`config.mk`:
```
export PLATFORM = sky130hd
export DESIGN_NAME = seg_display_arbiter
export DESIGN_NICKNAME = d
export VERILOG_FILES = /design/src/rtl/seg_display_arbiter.sv
export SDC_FILE = /design/constraint.sdc
export NUM_CORES = 1
export LEC_CHECK = 0
export CAP_MARGIN = 20
export CORE_MARGIN = 2
export CORE_UTILIZATION = 35
export DETAILED_ROUTE_END_ITERATION = 7
export GPL_ROUTABILITY_DRIVEN = 0
export PLACE_DENSITY = 0.79
export SYNTH_ARGS = -nofsm -noshare
export SYNTH_HDL_FRONTEND = slang
export SYNTH_SLANG_ARGS = --single-unit
```
`constraint.sdc`:
```
create_clock -name clock -period 3.2 [get_ports clock]
set_input_delay 0.48 -clock clock [delete_from_list [all_inputs] [get_ports clock]]
set_output_delay 0.48 -clock clock [all_outputs]
set_load 0.02 [all_outputs]
```
`src/rtl/seg_display_arbiter.sv`:
```
// rtl/seg_display_arbiter.sv - arbitrates the shared 8-digit 7-segment display among NREQ clients
module seg_display_arbiter #(
    parameter int NREQ        = 4,
    parameter int SCAN_DIV    = 5000,
    parameter int BLANK_CYC   = 2,
    parameter int HOLD_FRAMES = 16
) (
    input  logic                 clock,
    input  logic                 rst,
    input  logic [NREQ-1:0]      req,
    input  logic [NREQ-1:0]      urgent,
    input  logic [NREQ*64-1:0]   pattern,
    input  logic [NREQ*8-1:0]    digit_en,
    output logic [NREQ-1:0]      grant,
    output logic                 grant_valid,
    output logic [7:0]           AN,
    output logic [7:0]           HEX,
    output logic                 frame_done
);
    localparam int IW = $clog2(NREQ);
    localparam int CW = $clog2(SCAN_DIV + 1);
    localparam int HW = $clog2(HOLD_FRAMES + 1);

    typedef enum logic {IDLE = 1'b0, OWN = 1'b1} state_t;

    state_t          state, state_next;
    logic [IW-1:0]   owner, owner_next;
    logic [IW-1:0]   rr_ptr, rr_ptr_next;
    logic [CW-1:0]   count, count_next;
    logic [2:0]      digit, digit_next;
    logic [HW-1:0]   hold, hold_next;
    logic [7:0]      seg_byte, byte_next;
    logic            seg_en, en_next;
    logic [NREQ-1:0] grant_next;
    logic [NREQ-1:0] others, urg_others;
    logic [7:0]      an_next, hex_next;
    logic            fd_next, frame_last;
    logic [IW+5:0]   pat_idx;
    logic [IW+2:0]   en_idx;

    function automatic logic [IW-1:0] lowest(input logic [NREQ-1:0] mask);
        lowest = '0;
        for (int k = NREQ - 1; k >= 0; k--) begin
            if (mask[k]) lowest = IW'(k);
        end
    endfunction

    // First set bit strictly after base, wrapping; base itself is checked last.
    function automatic logic [IW-1:0] rr_pick(input logic [IW-1:0] base, input logic [NREQ-1:0] mask);
        logic [IW-1:0] idx;
        rr_pick = base;
        for (int k = NREQ; k >= 1; k--) begin
            idx = IW'((int'(base) + k) % NREQ);
            if (mask[idx]) rr_pick = idx;
        end
    endfunction

    always_ff @(posedge clock or negedge rst) begin
        if (!rst) begin
            state       <= IDLE;
            owner       <= '0;
            rr_ptr      <= '0;
            count       <= '0;
            digit       <= '0;
            hold        <= '0;
            seg_byte    <= 8'hFF;
            seg_en      <= 1'b0;
            grant       <= '0;
            grant_valid <= 1'b0;
            AN          <= 8'hFF;
            HEX         <= 8'hFF;
            frame_done  <= 1'b0;
        end else begin
            state       <= state_next;
            owner       <= owner_next;
            rr_ptr      <= rr_ptr_next;
            count       <= count_next;
            digit       <= digit_next;
            hold        <= hold_next;
            seg_byte    <= byte_next;
            seg_en      <= en_next;
            grant       <= grant_next;
            grant_valid <= |grant_next;
            AN          <= an_next;
            HEX         <= hex_next;
            frame_done  <= fd_next;
        end
    end

    always_comb begin
        state_next  = state;
        owner_next  = owner;
        rr_ptr_next = rr_ptr;
        count_next  = count;
        digit_next  = digit;
        hold_next   = hold;
        others      = req & ~grant;
        urg_others  = urgent & others;
        frame_last  = (digit == 3'd7) && (count == CW'(SCAN_DIV - 1));
        case (state)
            IDLE: begin
                count_next = '0;
                digit_next = '0;
                hold_next  = '0;
                if (|req) begin
                    state_next  = OWN;
                    owner_next  = (|(urgent & req)) ? lowest(urgent & req) : rr_pick(rr_ptr, req);
                    rr_ptr_next = owner_next;
                end
            end
            default: begin
                if (count == CW'(SCAN_DIV - 1)) begin
                    count_next = '0;
                    digit_next = digit + 3'd1;
                end else begin
                    count_next = count + CW'(1);
                end
                // Counted as the frame_done cycle is entered so the boundary sees this frame.
                if (digit_next == 3'd7 && count_next == CW'(SCAN_DIV - 1) && hold != HW'(HOLD_FRAMES))
                    hold_next = hold + HW'(1);
                if (frame_last) begin
                    if (|urg_others) begin
                        owner_next  = lowest(urg_others);
                        rr_ptr_next = owner_next;
                        hold_next   = '0;
                    end else if (!req[owner] || hold == HW'(HOLD_FRAMES)) begin
                        if (|others) begin
                            owner_next  = rr_pick(owner, others);
                            rr_ptr_next = owner_next;
                            hold_next   = '0;
                        end else if (!req[owner]) begin
                            state_next = IDLE;
                            hold_next  = '0;
                        end
                    end
                end
            end
        endcase
    end

    always_comb begin
        grant_next = '0;
        if (state_next == OWN)
            grant_next = {{(NREQ-1){1'b0}}, 1'b1} << owner_next;
        pat_idx   = {owner_next, digit_next, 3'b000};
        en_idx    = {owner_next, digit_next};
        byte_next = seg_byte;
        en_next   = seg_en;
        if (count_next == '0) begin
            byte_next = pattern[pat_idx +: 8];
            en_next   = digit_en[en_idx];
        end
        an_next  = 8'hFF;
        hex_next = 8'hFF;
        if (state_next == OWN && req[owner_next] && en_next && count_next >= CW'(BLANK_CYC)) begin
            an_next  = ~(8'h01 << digit_next);
            hex_next = byte_next;
        end
        fd_next = (state_next == OWN) && (digit_next == 3'd7) && (count_next == CW'(SCAN_DIV - 1));
    end
endmodule

```
# Word-level counts from Yosys, hierarchy flattened
# Index checks and enable logic that the tools add are counted.
# op_classes
addsub	11
n_mul	0
div_mod_pow	0
n_lt_le_gt_ge	12
eq_ne	11
shifts	3
mux	76
bitwise	5
n_reduce_logical	18
# op_table
operator	count
$shiftx A256 B9 Y8	1
$mux W2	29
$eq A13 B13 Y1 const B	3
$mux W13	3
$mux W5	7
$lt A2 B3 Y1 const B	10
$mux W8	3
$bmux W1 S2	10
$reduce_or A4 Y1	5
$mux W1	19
$add A13 B1 Y13 const B	1
$ge A13 B2 Y1 const B	1
$logic_not A13 Y1	1
$and A4 B4 Y4	3
$eq A3 B3 Y1 const B	3
$mux W3	3
$add A2 B1 Y2 const B	4
$add A2 B2 Y2 const B	4
$logic_and A1 B1 Y1	8
$not A8 Y8	1
$shl A1 B3 Y8 const A	1
$lt A5 B6 Y1 const B	1
$ne A3 B1 Y1 const B	2
$add A5 B1 Y5 const B	1
other kinds (12)	12
# totals
reg_bits	57
latchBits	0
mem_bits_rw	0
mem_bits_ro	0
inputBits	298
elab_cells	149
memories	0

# Longest topological paths before layout
# Gate-level depths: netlist of the first run.
# logic_depth
depth_word	19
mapped_depth	13
ltp_nobuf	11

# Worst setup path before layout of the first run
# OpenSTA, ideal clock, no wires.
# synth_path
path_kind	reg2reg
start	register count[0]
end	register seg_en
setup_time_ns	0.068
t_arrival_ns	2.994
required_time_ns	3.132
path_slack_ns	0.138
path_stages_with_launch	11
period_less_slack_ns	3.062
path_cell_list	dfrtp_1 > ha_1 > clkbuf_1 > nand4_1 > nor4_4 > mux2i_1 > o22ai_1 > or3_1 > a21boi_0 > a221oi_2 > a32o_1
# synth_via
elab_chain_len	7
word_cells_on_any_way	15
classes_between	add/sub (1); eq/ne (1); mux (11); reduce/logical (2)
# synth_rtl
item	line_no	rtl
from (decl)	29	logic [CW-1:0] count, count_next;
from (signal assigned)	77	count <= count_next;
parallel branches: the longest is 6 deep, another holds $add A13 B1 Y13	-	
$mux W1 *	149	if (count_next == '0) begin
net en_next	33	logic seg_en, en_next;
to (signal assigned)	81	seg_en <= en_next;
to (decl)	33	
# Mark *: on every way through the listed nets, which the timed path passes. The select of a mux whose other input is x is not followed.
# A chain may end at the register's enable or synchronous reset.

# Final worst setup path of the first run
# layout_path
start	register count[5]
end	register seg_byte[1]
# layout_via
elab_chain_len	6
word_cells_on_any_way	14
classes_between	add/sub (1); eq/ne (1); shift (1); mux (9); reduce/logical (2)
# layout_rtl
item	line_no	rtl
$eq A13 B13 Y1 / $add A13 B1 Y13 (equally long branches)	99, 112, 116	
$mux W3 (tied with other cells)	112	if (count == CW'(SCAN_DIV - 1)) begin
$mux W3 (tied with other cells) (2 in series)	100	case (state)
$shiftx A256 B9 Y8 / $logic_not A13 Y1 (equally long branches)	150, 149	
$mux W8 *	149	
net byte_next[1]	32	logic [7:0] seg_byte, byte_next;
to (signal assigned)	80	seg_byte <= byte_next;
to (decl)	32	
# The timed path passes the listed nets; every way through them passes the cells marked *. The select of a mux whose other input is x is not followed.

==> impl_metrics.tcl, run 1 <==
set metrics [dict create \
    power_density_nw_per_um2 347 \
    drive_above_1_share 0.165 \
    grt_util_all_layers 0.306 \
    cp_data_arrival_time_ns 3.38 \
    fp-row-count 45 \
    hold_class "input port to async pin" \
    die_area_um2 16300 \
    ys_seq_area_frac 0.272 \
    finalInstanceArea_um2 9720 \
    worst_slew_pin_slew_ns 0.764 \
    startpoint_type "flip-flop" \
    final_hold_viol_count 0 \
    ys_top_cells_by_area "dfrtp_1 15%, dfstp_2 12%, a221oi_1 7.5%" \
    cts_buffer_depth 2 \
    use_met2 0.522 \
    required_ns 3.45 \
    use_met1 0.394 \
    clock-sinks 57 \
    fp.dieH_um 128 \
    post-route-period-util 0.979 \
    peakVddDrop_mv 0.277 \
    ant_nets 0 \
    grt_use_met3 0.0543 \
    setup_tns_ns 0 \
    max_slew_margin 0.490 \
    syn_inst 667 \
    overflow 0 \
    viasPerCell 5.94 \
    clock_latency_ns 0.32 \
    drtIter0Drc 767 \
    drc 0 \
    cts_tree "built" \
    place_ws_ns -0.283 \
    syn-num-nets 970 \
    placed_area_um2 9210 \
    num_vias 7220 \
    antenna_found_initial 4 \
    layout_setup_ws_ns 0.0678 \
    clk_pin_slew_worst_paths_ns 0.05 \
    core_um2 15100 \
    status "completed" \
    yosysTopAreaCell "dfrtp_1" \
    drv_cap 0 \
    yosysTopAreaCellShare 0.154 \
    synth_cell_types 77 \
    first_pass_iters 6 \
    syn_avg_cell_area_um2 8.03 \
    nets 1323 \
    cts-root-buf "clkbuf_16" \
    p_leak_nw 3.85 \
    cts_made_buffers 9 \
    h-tree-depth 3 \
    final-setup-viol-count 0 \
    dpl.hpwl_um 20700 \
    period_minus_slack_ns 3.13 \
    skew_ns 0.00628 \
    ys.flop_type "dfrtp_1" \
    grt_pass1_wl_um 38400 \
    synthArstFlopShare 1.00 \
    syn_area_um2 5360 \
    grt_pass1_vias 7006 \
    ioPinCount 320 \
    initial_core_util 0.355 \
    area_delta_synth_final_pct 81.4 \
    ys_seq_elements 57 \
    max_freq_mhz 319 \
    grt_max_degree 42 \
    criticalPathCategory "flip-flop to flip-flop" \
    endpoint_kind "flip-flop" \
    rsz0062_at_grt "yes" \
    routed_wl_um 25900 \
    die_w_um 128 \
    busiest_layer "met2" \
    port_buffers 319 \
    slew_viol_final 0 \
    critPathMaxFanout 35 \
    yosys_warnings 0 \
    wl_per_cell_um 21.3 \
    synth-edff-count 0 \
]
[registers in the layout (all words and copies together) (netlist names)]
signal	flops
AN	8
hold	5
frame_done	1
count	13
digit	3
grant	4
seg_byte	8
owner	2
rr_ptr	2
seg_en	1
grant_valid	1
HEX	8
state	1
[placed cells by master (no fill, tap or decap), drive strengths merged, types with 5 or more instances in the layout]
cell type / netlist / final
a211oi: 5 / 5
a21oi: 23 / 23
a221oi: 52 / 52
a222oi: 18 / 18
a22oi: 22 / 22
a31oi: 16 / 16
a32o: 5 / 5
a41o: 5 / 5
a41oi: 5 / 5
and3: 6 / 6
and4: 5 / 5
buf: 28 / 85
clkbuf: 33 / 13
clkdlybuf4s50: 0 / 318
dfrtp: 33 / 33
dfstp: 24 / 24
ha: 5 / 5
inv: 16 / 16
mux2i: 21 / 21
nand2: 91 / 91
nand2b: 9 / 9
nand3: 40 / 40
nand4: 10 / 10
nor2: 33 / 33
nor2b: 6 / 6
nor3: 11 / 11
nor4: 5 / 5
o21ai: 39 / 39
o22ai: 20 / 20
xnor2: 10 / 10
[final cells by class]
type,instances,area [um^2]
diodes,3,7.51
clock buffers,13,260
clock inverters,3,65.1
fillers,1279,5370
inverters,16,60.1
multi-input cells,533,3700
flip-flops and latches,57,1460
well taps,188,235
repair buffers,403,3930
[final timing paths]
path	from	endpoint	slack (ns)	cells past startpoint
max in group asynchronous	rst	HEX[0]	2.19	2
worst max-delay path	count[5]	seg_byte[1]	0.07	9
worst max register to register	count[5]	seg_byte[1]	0.07	9
worst min register to register	seg_byte[7]	HEX[7]	0.46	2
min in group clock	seg_byte[7]	HEX[7]	0.46	2
worst min-delay path	rst	count[5]	0.23	1
[Yosys cell counts, types with 6 or more instances]
cell type   n
a21oi_1    23
a221oi_1   46
a221oi_2    6
a222oi_1   18
a22oi_1    22
a31oi_1    16
and3_1      6
buf_2      21
clkbuf_1   32
dfrtp_1    33
dfstp_2    24
inv_1      14
mux2i_1    21
nand2_1    91
nand2b_1    9
nand3_1    40
nand4_1    10
nor2_1     33
nor2b_1     6
nor3_1     11
o21ai_0    34
o22ai_1    20
xnor2_1    10
[per-layer routing]
metal | share of wire | routed length [um]
met5 | 0.00050 | 13
met4 | 0.026 | 664
met3 | 0.075 | 1950
met2 | 0.50 | 13100
met1 | 0.40 | 10300
[critical path, cell delays in order, from the launching register on]
cell and delay (ns):
dfrtp_1 0.48, or2_2 0.37, or4_4 0.57, a32o_2 0.34, buf_12 0.18, a221oi_2 0.27
nand2_1 0.12, o22ai_1 0.23, o31ai_1 0.12, o32a_1 0.34
[stage by stage]
stage	utilization	total power, mW	instances	hold WS [ns]
6_report	0.644	3.37	1216	0.230
5_1_grt	0.644	3.54	1215	0.288
4_1_cts	0.634	3.33	1209	0.254
3_5_place_dp	0.610	2.28	1192	0.451
3_3_place_gp	0.610	2.26	1192	0.444
2_1_floorplan	-	1.58	667	0.184
[repair_timing]
| action | 4_1_cts | 5_1_grt |
|---|---|---|
| pin swaps | 1 | 9 |
| resized for setup | 4 | 20 |
| hold buffers | 0 | 0 |
| setup buffers | 1 | 4 |
| endpoints found under the setup margin | 16 | 25 |
[power by group]
part	leakage [nW]	internal, mW	total [mW]	switching (mW)
registers	0.675	0.913	1.02	0.102
clock network	0.160	0.722	1.03	0.309
logic	3.02	0.750	1.33	0.577
[kinds of logic after synthesis]
| logic type | Yosys count | synth area share |
|---|---|---|
| flops | 57 | 0.272 |
| xor+xnor | 14 | 0.0229 |
| compound gates | 245 | 0.348 |
| buf+inv | 77 | 0.0654 |
| mux | 26 | 0.0525 |
| simple gates | 243 | 0.228 |
| fa+ha+maj | 5 | 0.0117 |
Note: power is estimated with default switching activity, not from simulation.
==> inputs of run 2 (changes only) <==
--- a/config.mk
+++ b/config.mk
@@ -11,6 +11,7 @@
 export DETAILED_ROUTE_END_ITERATION = 7
 export GPL_ROUTABILITY_DRIVEN = 0
 export PLACE_DENSITY = 0.79
+export SLEW_MARGIN = 20
 export SYNTH_ARGS = -nofsm -noshare
 export SYNTH_HDL_FRONTEND = slang
 export SYNTH_SLANG_ARGS = --single-unit
==> results of run 2 <==
Same layout as run 1: the final DEF is identical, and so are final timing and power.
